### src/rtl/float2int_pkg.sv
// Shared widths, FSM state encoding and float word packing for the float-to-integer decoder.
// Optional feature macro used by this block: FLOAT2INT_ZSKIP_EN.
package float2int_pkg;

    localparam int EXP_W  = 3;
    localparam int MANT_W = 4;
    localparam int INT_W  = 11;  // must be >= MANT_W + 2**EXP_W - 1

    typedef enum logic [1:0] {
        IDLE  = 2'd0,
        SHIFT = 2'd1,
        DONE  = 2'd2
    } state_t;

    // Same packing as the converter output: exponent in the MSBs.
    typedef struct packed {
        logic [EXP_W-1:0]  exp;
        logic [MANT_W-1:0] mant;
    } float_t;

endpackage

### src/rtl/f2i_shift_unit.sv
// Datapath for the iterative decoder: accumulator, remaining-shift counter and last-shift flag.
// Optional feature macro used by this block: FLOAT2INT_ZSKIP_EN (handled by the caller).
module f2i_shift_unit
    import float2int_pkg::*;
#(
    parameter int EXP_W  = float2int_pkg::EXP_W,
    parameter int MANT_W = float2int_pkg::MANT_W,
    parameter int INT_W  = float2int_pkg::INT_W
) (
    input  logic              clk,
    input  logic              rst_n,
    input  logic              load,
    input  logic              shift,
    input  logic [EXP_W-1:0]  load_exp,
    input  logic [MANT_W-1:0] load_mant,
    output logic [INT_W-1:0]  acc,
    output logic              last
);

    logic [EXP_W-1:0] cnt;

    always_ff @(posedge clk or negedge rst_n) begin
        if (!rst_n) begin
            acc <= '0;
            cnt <= '0;
        end else if (load) begin
            acc <= INT_W'(load_mant);
            cnt <= load_exp;
        end else if (shift) begin
            acc <= acc << 1;
            cnt <= cnt - 1'b1;
        end
    end

    // The shift happening while cnt==1 is the final one.
    assign last = (cnt == EXP_W'(1));

endmodule

### src/rtl/float2int_seq.sv
// Sequential float (exp,mant) to integer decoder: out_data = mant << exp, one shift per cycle.
// Optional feature macro: FLOAT2INT_ZSKIP_EN (zero mantissa bypasses the shift loop).
module float2int_seq
    import float2int_pkg::*;
#(
    parameter int EXP_W  = float2int_pkg::EXP_W,
    parameter int MANT_W = float2int_pkg::MANT_W,
    parameter int INT_W  = float2int_pkg::INT_W
) (
    input  logic              clk,
    input  logic              rst_n,
    input  logic              in_valid,
    output logic              in_ready,
    input  logic [EXP_W-1:0]  in_exp,
    input  logic [MANT_W-1:0] in_mant,
    output logic              out_valid,
    input  logic              out_ready,
    output logic [INT_W-1:0]  out_data,
    output state_t            dbg_state
);

    // Handshakes: a transfer occurs on a rising edge where valid && ready are both high.
    // in_ready/out_valid depend only on the state register; sources hold data until accepted,
    // and out_data is held stable while out_valid is high and out_ready is low.

    state_t           state, state_n;
    logic             load, shift, last, zero_skip;
    logic [EXP_W-1:0] ld_exp;

`ifdef FLOAT2INT_ZSKIP_EN
    assign zero_skip = (in_mant == '0);
`else
    assign zero_skip = 1'b0;
`endif

    assign ld_exp = zero_skip ? '0 : in_exp;

    f2i_shift_unit #(
        .EXP_W (EXP_W),
        .MANT_W(MANT_W),
        .INT_W (INT_W)
    ) u_shift (
        .clk      (clk),
        .rst_n    (rst_n),
        .load     (load),
        .shift    (shift),
        .load_exp (ld_exp),
        .load_mant(in_mant),
        .acc      (out_data),
        .last     (last)
    );

    always_ff @(posedge clk or negedge rst_n) begin
        if (!rst_n) state <= IDLE;
        else        state <= state_n;
    end

    always_comb begin
        state_n   = state;
        in_ready  = 1'b0;
        out_valid = 1'b0;
        load      = 1'b0;
        shift     = 1'b0;
        case (state)
            IDLE: begin
                in_ready = 1'b1;
                if (in_valid) begin
                    load    = 1'b1;
                    state_n = ((in_exp == '0) || zero_skip) ? DONE : SHIFT;
                end
            end
            SHIFT: begin
                shift = 1'b1;
                if (last) state_n = DONE;
            end
            DONE: begin
                out_valid = 1'b1;
                if (out_ready) state_n = IDLE;
            end
            default: state_n = IDLE;
        endcase
    end

    assign dbg_state = state;

endmodule

### config.mk
export PLATFORM = sky130hd
export DESIGN_NAME = float2int_seq
export DESIGN_NICKNAME = d
export VERILOG_FILES = /design/src/rtl/float2int_pkg.sv /design/src/rtl/f2i_shift_unit.sv /design/src/rtl/float2int_seq.sv
export SDC_FILE = /design/constraint.sdc
export NUM_CORES = 1
export LEC_CHECK = 0
export CELL_PAD_IN_SITES_DETAIL_PLACEMENT = 2
export CELL_PAD_IN_SITES_GLOBAL_PLACEMENT = 2
export CORE_ASPECT_RATIO = 1.2
export CORE_MARGIN = 2
export CORE_UTILIZATION = 23
export DETAILED_ROUTE_END_ITERATION = 12
export PLACE_DENSITY = 0.71
export SKIP_LAST_GASP = 1
export SYNTH_ARGS = -nofsm -noshare
export SYNTH_HDL_FRONTEND = slang
export SYNTH_SLANG_ARGS = --single-unit
export TNS_END_PERCENT = 100
### constraint.sdc
create_clock -name clk -period 1.1 [get_ports clk]
set_input_delay 0.11 -clock clk [delete_from_list [all_inputs] [get_ports clk]]
set_output_delay 0.11 -clock clk [all_outputs]
set_load 0.1 [all_outputs]
[Yosys cells after proc, flatten, opt, wreduce, memory -nomap -nowiden]
Cells that the tools add are included.
Word-level totals
  input bits: 11
  register bits: 16
  output and inout bits: 15
  logic and storage cells: 28
Cells by class
  reduce and logical (&&, ||, !) cells: 4
  equality and inequality tests: 6
  multiplexer cells: 14
  add/subtract/negate cells: 1
Operators by type and width (count)
  $mux 11: 2
  $mux 2: 4
  $mux 3: 2
  $ne 2x2->1 const B: 3
  $pmux 2 s3: 1
  $mux 1: 5
  $eq 3x1->1 const B: 1
  $logic_not 3->1: 1
  $reduce_and 3->1: 1
  $sub 3x1->3 const B: 1
  $eq 2x1->1 const B: 1
  $eq 2x2->1 const B: 1
  $logic_not 2->1: 1
  $reduce_bool 2->1: 1

[Depth between registers and ports, before layout]
Gate-level depths: netlist of the first run.
  depth after elaboration: 4
  gate-level depth with buffers: 5

[By module]
From an unflattened synthesis of the first run, not the netlist that was laid out.
Second synthesis, totals
  cells, all modules: 73
  area total of the unflattened synthesis: 817.0 um^2
By module, submodules not included
  f2i_shift_unit: sequential area each 350.3 um^2, cells an instance 60, area each 685.7 um^2, instances 1
  float2int_seq: sequential area each 50.0 um^2, cells an instance 13, area each 131.4 um^2, instances 1

[Worst setup path before layout of the first run]
No wires, ideal clock.
  kind: register -> register
  start: register state[1], in the netlist dbg_state[1]
  end: register state[1], in the netlist dbg_state[1]
  stages on the path, launching flop included: 4
  path buffers: 0
  path slack: -1.593 ns
  data arrival time: 2.611 ns
  clock period less this slack: 2.693 ns
  path through: dfrtp_1 > nor2b_1 > a32oi_1 > o21ai_1
On the way
  cells in the longest elaborated chain, start to end: 3
  elaborated cells between the ends (all ways): 8
  those cells by class: 5 x eq/ne; 1 x mux; 2 x reduce/logical
RTL lines
  from (decl): line float2int_seq.sv:26  | state_t state, state_n;
  from (signal assigned): line float2int_seq.sv:55  | else state <= state_n;
  $eq 2x1->1 (tied with other cells): line float2int_seq.sv:64  | case (state)
  $ne 2x2->1 (no source line)
  $reduce_and 3->1 (no source line)
Several ways; a longest one is shown, not always the timed one.
A chain may end at the register's enable or synchronous reset.

[Worst setup path after layout of the first run]
  start: register state[0], in the netlist dbg_state[0]
  end: output port out_valid
On the way
  cells in the longest elaborated chain, start to end: 2
RTL lines
  $eq 2x2->1: line float2int_seq.sv:64
  $mux 1: line float2int_seq.sv:64
  to (decl): line float2int_seq.sv:16  | output logic out_valid,
Every way passes these cells.

==> flow_summary_export.csv, run 1 <==
group,metric,value,unit
synthesis,synth_ff_type,"dfrtp_1",
synthesis,yosysTopAreaCellShare,0.538,
cts,worst_skew_pair.late_latency,0.29,ns
die,floorplan.die.width,55.9,µm
cts,cts.root.buffer_cell,"clkbuf_4",
synthesis,mappedNetlistArea,744,µm²
die,start_util,0.241,
global_route,number_of_global_route_vias_before_repair,881,
route,route.top_layer_used,"met4",
outcome,status,"finished with violations",
setup_path,timing.critical_path.to_type,"output port",
setup_path,r2r_end,"dbg_state[1]",
die,die_y,66.3,µm
synthesis,synth_area_leaders,"dfrtp_1, a22o_1, o21ai_1, a22oi_1, nand2_1",
die,core-area,3080,µm²
setup_path,critical_path.n_buffers_inverters,2,
setup_path,worstPathMaxFanout,4,
timing,finalSetupViolations,20,
finish,final_net_count,132,
setup_path,crit_type,"reg -> out",
cts,cts_inserted_buffers,3,
synthesis,yosys_warnings,0,
route,post_drt_antenna_nets,0,
setup_path,critical_path.max_stage_delay,0.51,ns
timing,worst-slew-pin-transition,0.299,ns
global_route,antenna_found_initial,0,
setup_path,critPathLaunchType,"register",
setup_path,reg2reg_from,"dbg_state[0]",
synthesis,synth-async-reset-ratio,1.00,
route,wire_per_inst,18.4,µm
route,m1WireLength,1.12,mm
timing,slew_viol_final,0,
die,floorplan.die_area,3710,µm²
finish,antenna-diode-count,0,
min_path,timing.hold.worst.class,"in -> async",
place,port-buffer-count,25,
global_route,grt_max_degree,17,
cts,clock_sink_total,16,
finish,syn_to_final_growth,103,%
route,drt_iter0_markers,12,
place,routabilityCongestion,0.803,
synthesis,cell_type_with_the_highest_aggregate_area_in_the_netlist,"dfrtp_1",
finish,final_layout_size_suffix_gt1_frac,0.492,
timing,timing_hold_violations_final,0,
timing,fin_crit_sh,1.26,
timing,fin_hold_ws,0.136,ns
setup_path,critical-path-top-delay-family,"flip-flops",
synthesis,synth_area_per_cell,10.3,µm²
cts,depth_of_the_cts_h_tree,1,
route,final_routed_wirelength_across_all_metal_layers,2.84,mm
synthesis,seq_area_frac_synth,0.538,
synthesis,postSynthCellCount,72,
synthesis,synthMostInstantiatedCell,"dfrtp_1",
synthesis,synth.net_count,85,
outcome,violations,"negative setup slack",
job,drv_cap,0,
timing,max-slew-margin-rel,0.798,
global_route,track_usage,0.164,
setup_path,timing.critical_path.arrival,1.27,ns
timing,fin_skew,0.00162,ns
route,wl_met3,121,µm
die,num_io_pins,26,
cts,tritoncts,"yes",
global_route,grt_pass1_wl,4.60,mm
synthesis,synth_enable_flop_cells,0,
die,row_count,22,
synthesis,synth-seq-cells,16,
synthesis,yosysUniqueCellTypes,19,
setup_path,path_cells,"buf_8 > nor2b_4 > buf_12",
route,dr_wl_met2,1.55,mm
setup_path,reg2reg_slack,-0.28,ns
route,detail_route.vias_per_cell,4.86,
route,route.detailed.drc,0,
route,via_count,748,
setup_path,critical_path_required,0.99,ns
setup_path,crit_path_max_delay_cell_type,"dfrtp_4",
place,place_hpwl,1.62,mm
timing,rsz0062_at_grt,"true",
synthesis,synth_commonest_cells,"dfrtp_1, nand2_1, a22o_1, inv_1, o21ai_1",
setup_path,rr_worst_depth,6,
cts,path_clk_slew,0.11,ns
timing,final_critical_path_setup_slack,-0.282,ns
timing,minimum_clock_period_after_layout,1.38,ns
cts,cts_max_path_buffers,2,
global_route,globalRoute.totalOverflow,0,
timing,top_achievable_clock_speed,0.724,GHz
route,drt-pass1-iter-count,4,
per-layer routing:
metal	GRT usage	vias up
met5	0	-
met3	0.0294	4
li1	-	342
met4	0.0536	0
met2	0.315	24
met1	0.182	378
cells by family after synthesis:
logic type,Yosys count,synth area share
buffers and inverters,12,0.0773
flip-flops,16,0.538
AND/OR/NAND/NOR,15,0.0958
AO/OA/AOI/OAI,27,0.255
adder cells (fa/ha/maj),2,0.0336
area by class of cell:
class	count	area, µm²
inverter	7	26.3
timing repair buffer	47	636
tap	36	45.0
clock buffer	4	36.3
fill	304	1570
sequential	16	412
multi-input combinational	44	355
repair_timing:
| item | in CTS | in global routing |
|---|---|---|
| hold buffers | 0 | 0 |
| gates resized for setup | 19 | 6 |
| buffers inserted | 13 | 0 |
| endpoints found under the setup margin | 19 | 20 |
| pin swaps | 10 | 4 |
per-stage QoR:
stage / util / instances / setup TNS, ns / setup WS (ns) / cell area (µm²)
CTS: 0.482 / 154 / -4.02 / -0.268 / 1490
detailed placement: 0.406 / 137 / -3.83 / -0.296 / 1250
floorplan: - / 72 / -3.64 / -0.378 / 773
global route: 0.490 / 154 / -5.47 / -0.334 / 1510
finish: 0.490 / 154 / -4.43 / -0.282 / 1510
global placement: 0.406 / 137 / -3.09 / -0.245 / 1250
worst max-delay path by stage:
stage	depth (start not counted)	slack [ns]	startpoint	to
6_report	3	-0.28	dbg_state[0]	out_valid
5_1_grt	3	-0.33	dbg_state[0]	out_valid
4_1_cts	3	-0.27	dbg_state[0]	out_valid
3_5_place_dp	4	-0.30	in_valid	u_shift.cnt[2]
3_3_place_gp	4	-0.25	in_valid	u_shift.cnt[2]
2_1_floorplan	3	-0.38	dbg_state[1]	dbg_state[1]
layout by cell type (no fill, tap or decap), drive strengths merged:
cell type      count
a22oi              4
a32oi              2
nand2b             1
a22o               7
nor2               1
nand2              8
o22ai              1
o21bai             1
dfrtp             16
a2bb2oi            1
or3                1
buf               37
o21ai              8
clkbuf             4
nor2b              4
ha                 2
inv                7
clkdlybuf4s50     10
a21oi              3
registers in the layout, indices dropped and copies added (netlist names):
signal and count:
dbg_state 2, u_shift.acc 11, u_shift.cnt 3
Power of run 1 is left out: the tool's default activity adds up to more than one toggle a clock period on the data nets, which glitch-free logic cannot reach.
==> run 2: changes to the inputs <==
--- a/config.mk
+++ b/config.mk
@@ -9,9 +9,11 @@
 export CELL_PAD_IN_SITES_GLOBAL_PLACEMENT = 2
 export CORE_ASPECT_RATIO = 1.2
 export CORE_MARGIN = 2
-export CORE_UTILIZATION = 23
+export CORE_UTILIZATION = 24
+export CTS_BUF_LIST = sky130_fd_sc_hd__clkbuf_16
 export DETAILED_ROUTE_END_ITERATION = 12
 export PLACE_DENSITY = 0.71
+export RECOVER_POWER = 50
 export SKIP_LAST_GASP = 1
 export SYNTH_ARGS = -nofsm -noshare
 export SYNTH_HDL_FRONTEND = slang
==> constraint.sdc (replaced) <==
create_clock -name clk -period 1.5 [get_ports clk]
set_input_delay 0.15 -clock clk [delete_from_list [all_inputs] [get_ports clk]]
set_output_delay 0.15 -clock clk [all_outputs]
set_load 0.1 [all_outputs]
==> flow_summary_export.csv, run 2 (synthesis results as in run 1) <==
group,metric,value,unit
outcome,status,"finished clean",
timing,minimum_clock_period_after_layout,1.39,ns
die,floorplan.die.width,54.8,µm
finish,finalCoreUtilization,0.397,
cts,holdBufCountCts,0,
cts,post_cts_resize_count,0,
cts,cts_setup_buffers,0,
cts,cts.root.buffer_cell,"clkbuf_16",
route,wire_per_inst,15.7,µm
route,drt-pass1-iter-count,2,
job,drv_cap,0,
timing,fin_crit_sh,0.930,
finish,largest_register_ffs,11,
finish,most_used_cells_in_the_layout_excluding_fill_and_tap_cells,"dfrtp_1, clkdlybuf4s50_1, nand2_1, buf_12",
global_route,antenna_found_initial,0,
global_route,track_usage,0.140,
timing,max-slew-margin-rel,0.637,
finish,syn_to_final_growth,60.0,%
route,drt_iter0_markers,10,
finish,registers.top_by_ff_count,"u_shift.acc",
place,port-buffer-count,25,
timing,timing_hold_violations_final,0,
cts,cts_inserted_buffers,3,
cts,depth_of_the_cts_h_tree,1,
setup_path,reg2reg_from,"dbg_state[1]",
setup_path,critPathLaunchType,"register",
cts,worst_skew_pair.late_latency,0.24,ns
cts,path_clk_slew,0.05,ns
route,post_drt_antenna_nets,0,
die,core-area,3000,µm²
setup_path,timing.critical_path.to_type,"output port",
setup_path,r2r_end,"u_shift.acc[5]",
finish,antenna-diode-count,0,
finish,final_layout_size_suffix_gt1_frac,0.277,
die,num_io_pins,26,
timing,finalSetupViolations,0,
setup_path,timing.critical_path.arrival,1.24,ns
cts,tritoncts,"yes",
route,via_count,661,
global_route,grt_max_degree,16,
timing,slew_viol_final,0,
finish,final_net_count,115,
setup_path,reg2reg_slack,0.23,ns
global_route,grt_pass1_wl,3.66,mm
timing,worst-slew-pin-transition,0.547,ns
global_route,number_of_global_route_vias_before_repair,750,
place,routabilityCongestion,0.729,
cts,cts_max_path_buffers,2,
global_route,globalRoute.totalOverflow,0,
route,final_routed_wirelength_across_all_metal_layers,2.16,mm
place,place_hpwl,1.59,mm
setup_path,critical_path_required,1.35,ns
timing,timing.setup.tns,0,ns
cts,clock_sink_total,16,
die,floorplan.die_area,3570,µm²
timing,rsz0062_at_grt,"false",
route,route.detailed.drc,0,
timing,top_achievable_clock_speed,0.717,GHz
die,row_count,22,
die,start_util,0.248,
timing,fin_skew,0.00395,ns
min_path,timing.hold.worst.class,"in -> async",
setup_path,rr_worst_depth,3,
finish,final_common_cell,"dfrtp_1",
route,detail_route.vias_per_cell,4.82,
setup_path,crit_type,"reg -> out",
setup_path,worstPathMaxFanout,11,
die,die_y,65.0,µm
-- run 2: changes by cell type in the layout (fill, tap and decap cells not counted), moves of 2 or more --
cell	change
buf_8	-2
clkbuf_16	+3
dfrtp_2	-3
nor2b_4	-2
o21ai_2	-2
buf_12	-9
dfrtp_1	+3
a22oi_2	-2
clkbuf_4	-3
clkbuf_2	+7
a22oi_1	+2
buf_6	-8
buf_4	-6
-- run 2: worst max-delay path by stage --
stage                       startpoint            to  slack (ns)  depth (start not counted)
after CTS                 dbg_state[1]      in_ready         0.1                          3
final                     dbg_state[1]      in_ready        0.11                          3
after floorplan           dbg_state[0]      in_ready       0.009                          2
after global routing      dbg_state[1]      in_ready        0.06                          3
after detailed placement  dbg_state[0]  dbg_state[1]        0.09                          3
after global placement    dbg_state[0]  dbg_state[1]        0.17                          3
-- run 2: critical path: stages (launching register included) --
cell,delay (ns)
dfrtp_4,0.51
buf_4,0.20
nor2_4,0.11
buf_12,0.18
-- run 2: final cells by class --
type,count,area (µm²)
Fill cell,328,1810
Sequential cell,16,408
Timing Repair Buffer,30,329
Multi-Input combinational cell,44,304
Clock buffer,3,75.1
Tap cell,36,45.0
Inverter,7,26.3
Clock inverter,1,3.75
-- run 2: stage by stage --
stage | instance area [µm²] | cells | setup slack, ns | hold WS, ns
floorplan | 769 | 72 | 0.00887 | -0.146
global placement | 1220 | 133 | 0.169 | 0.462
detailed placement | 1220 | 133 | 0.0919 | 0.453
CTS | 1300 | 137 | 0.0979 | 0.198
global route | 1190 | 137 | 0.0613 | 0.268
finish | 1190 | 137 | 0.105 | 0.252
-- run 2: layer usage --
metal,up-vias,track usage,wire length (µm),share of wire
met1,333,0.171,867,0.40
met4,0,0.0250,0,0
met5,-,0,0,0
met3,0,0.0184,109,0.051
li1,308,-,-,-
met2,20,0.251,1180,0.55
Power of run 2 is left out for the same reason.
==> run 3: changes to the inputs <==
--- a/config.mk
+++ b/config.mk
@@ -13,7 +13,7 @@
 export CTS_BUF_LIST = sky130_fd_sc_hd__clkbuf_16
 export DETAILED_ROUTE_END_ITERATION = 12
 export PLACE_DENSITY = 0.71
-export RECOVER_POWER = 50
+export RECOVER_POWER = 100
 export SKIP_LAST_GASP = 1
 export SYNTH_ARGS = -nofsm -noshare
 export SYNTH_HDL_FRONTEND = slang
==> flow_summary_export.csv, run 3 (synthesis results as in run 1) <==
group,metric,value,unit
cts,cts_setup_buffers,0,
cts,worst_skew_pair.late_latency,0.24,ns
global_route,grt_max_degree,16,
die,row_count,22,
finish,sequential_cell_area,405,µm²
setup_path,critical_path.max_stage_delay,0.50,ns
die,start_util,0.248,
route,wire_per_inst,15.9,µm
die,num_io_pins,26,
finish,final_net_count,115,
timing,slew_viol_final,0,
setup_path,critical_path_required,1.35,ns
timing,rsz0062_at_grt,"false",
route,via_count,669,
cts,cts_max_path_buffers,2,
die,floorplan.die_area,3570,µm²
route,post_drt_antenna_nets,0,
setup_path,path_cells,"buf_4 > nor2_4 > buf_6",
finish,multi_input_comb_area,299,µm²
route,detail_route.vias_per_cell,4.88,
timing,finalSetupViolations,0,
finish,layout.filler_cells,338,
route,drt_iter0_markers,8,
timing,fin_crit_sh,0.932,
finish,final_layout_size_suffix_gt1_frac,0.257,
timing,worst-slew-pin-transition,0.547,ns
setup_path,worstPathMaxFanout,11,
global_route,antenna_found_initial,0,
timing,timing_hold_violations_final,0,
finish,final_common_cell,"dfrtp_1",
finish,antenna-diode-count,0,
cts,clock_sink_total,16,
route,drt-pass1-iter-count,4,
cts,cts.root.buffer_cell,"clkbuf_16",
setup_path,rr_worst_depth,4,
job,drv_cap,0,
global_route,grt_pass1_wl,3.66,mm
cts,depth_of_the_cts_h_tree,1,
finish,syn_to_final_growth,46.7,%
setup_path,timing.critical_path.arrival,1.25,ns
cts,path_clk_slew,0.05,ns
place,routabilityCongestion,0.729,
cts,tritoncts,"yes",
outcome,status,"finished clean",
timing,max-slew-margin-rel,0.637,
setup_path,crit_path_max_delay_cell_type,"dfrtp_4",
global_route,number_of_global_route_vias_before_repair,750,
finish,largest_register_ffs,11,
finish,most_used_cells_in_the_layout_excluding_fill_and_tap_cells,"dfrtp_1, clkbuf_2, clkdlybuf4s50_1",
setup_path,critPathLaunchType,"register",
timing,minimum_clock_period_after_layout,1.40,ns
timing,timing.setup.tns,0,ns
cts,cts_inserted_buffers,3,
finish,registers.top_by_ff_count,"u_shift.acc",
min_path,timing.hold.worst.class,"in -> async",
cts,holdBufCountCts,0,
die,die_y,65.0,µm
global_route,track_usage,0.140,
place,port-buffer-count,25,
die,core-area,3000,µm²
global_route,globalRoute.totalOverflow,0,
route,final_routed_wirelength_across_all_metal_layers,2.17,mm
route,route.detailed.drc,0,
timing,top_achievable_clock_speed,0.716,GHz
timing,fin_skew,0.00418,ns
place,place_hpwl,1.59,mm
setup_path,timing.critical_path.to_type,"output port",
die,floorplan.die.width,54.8,µm
setup_path,crit_type,"reg -> out",
[run 3: cell types whose count changed in the layout (fill, tap and decap cells not counted), sizes merged]
cell    delta
clkbuf     +6
buf        -6
[run 3: worst max-delay path, delay by kind of cell (launching register included)]
kind	cells	cell delay [ns]
buf+inv	2	0.42
simple gates	1	0.09
flops	1	0.50
[run 3: metal layers]
metal	up-vias	routed length, µm	track usage	part of all wire
met4	0	0	0.0250	0
met5	-	0	0	0
li1	309	-	-	-
met1	340	868	0.171	0.40
met3	0	106	0.0184	0.049
met2	20	1200	0.251	0.55
[run 3: through the flow]
step | area, µm² | worst slack (ns) | cells | util | hold slack [ns]
floorplan | 769 | 0.00887 | 72 | - | -0.146
global placement | 1220 | 0.169 | 133 | 0.406 | 0.462
detailed placement | 1220 | 0.0919 | 133 | 0.406 | 0.453
CTS | 1300 | 0.0979 | 137 | 0.432 | 0.198
global route | 1090 | 0.0570 | 137 | 0.364 | 0.268
finish | 1090 | 0.103 | 137 | 0.364 | 0.254
[run 3: final timing paths]
check | slack (ns) | startpoint | endpoint
min reg2reg | 0.50 | u_shift.cnt[1] | u_shift.cnt[1]
max reg2reg | 0.19 | dbg_state[0] | u_shift.cnt[0]
min in group clk | 0.50 | u_shift.cnt[1] | u_shift.cnt[1]
max in group asynchronous | 0.48 | rst_n | u_shift.acc[3]
min | 0.25 | rst_n | u_shift.cnt[2]
max | 0.10 | dbg_state[1] | in_ready
[run 3: cell type report]
class                   count  area share
flip-flops and latches     16       0.371
well taps                  36      0.0412
multi-input cells          44       0.274
inverters                   7      0.0241
clock buffers               3      0.0687
clock inverters             1     0.00344
repair buffers             30       0.218
[run 3: timing repair]
item | CTS | global route
hold endpoints to repair | 0 | 0
endpoints found under the setup margin | 0 | 1
gates resized for setup | 0 | 1
Power of run 3 is left out for the same reason.
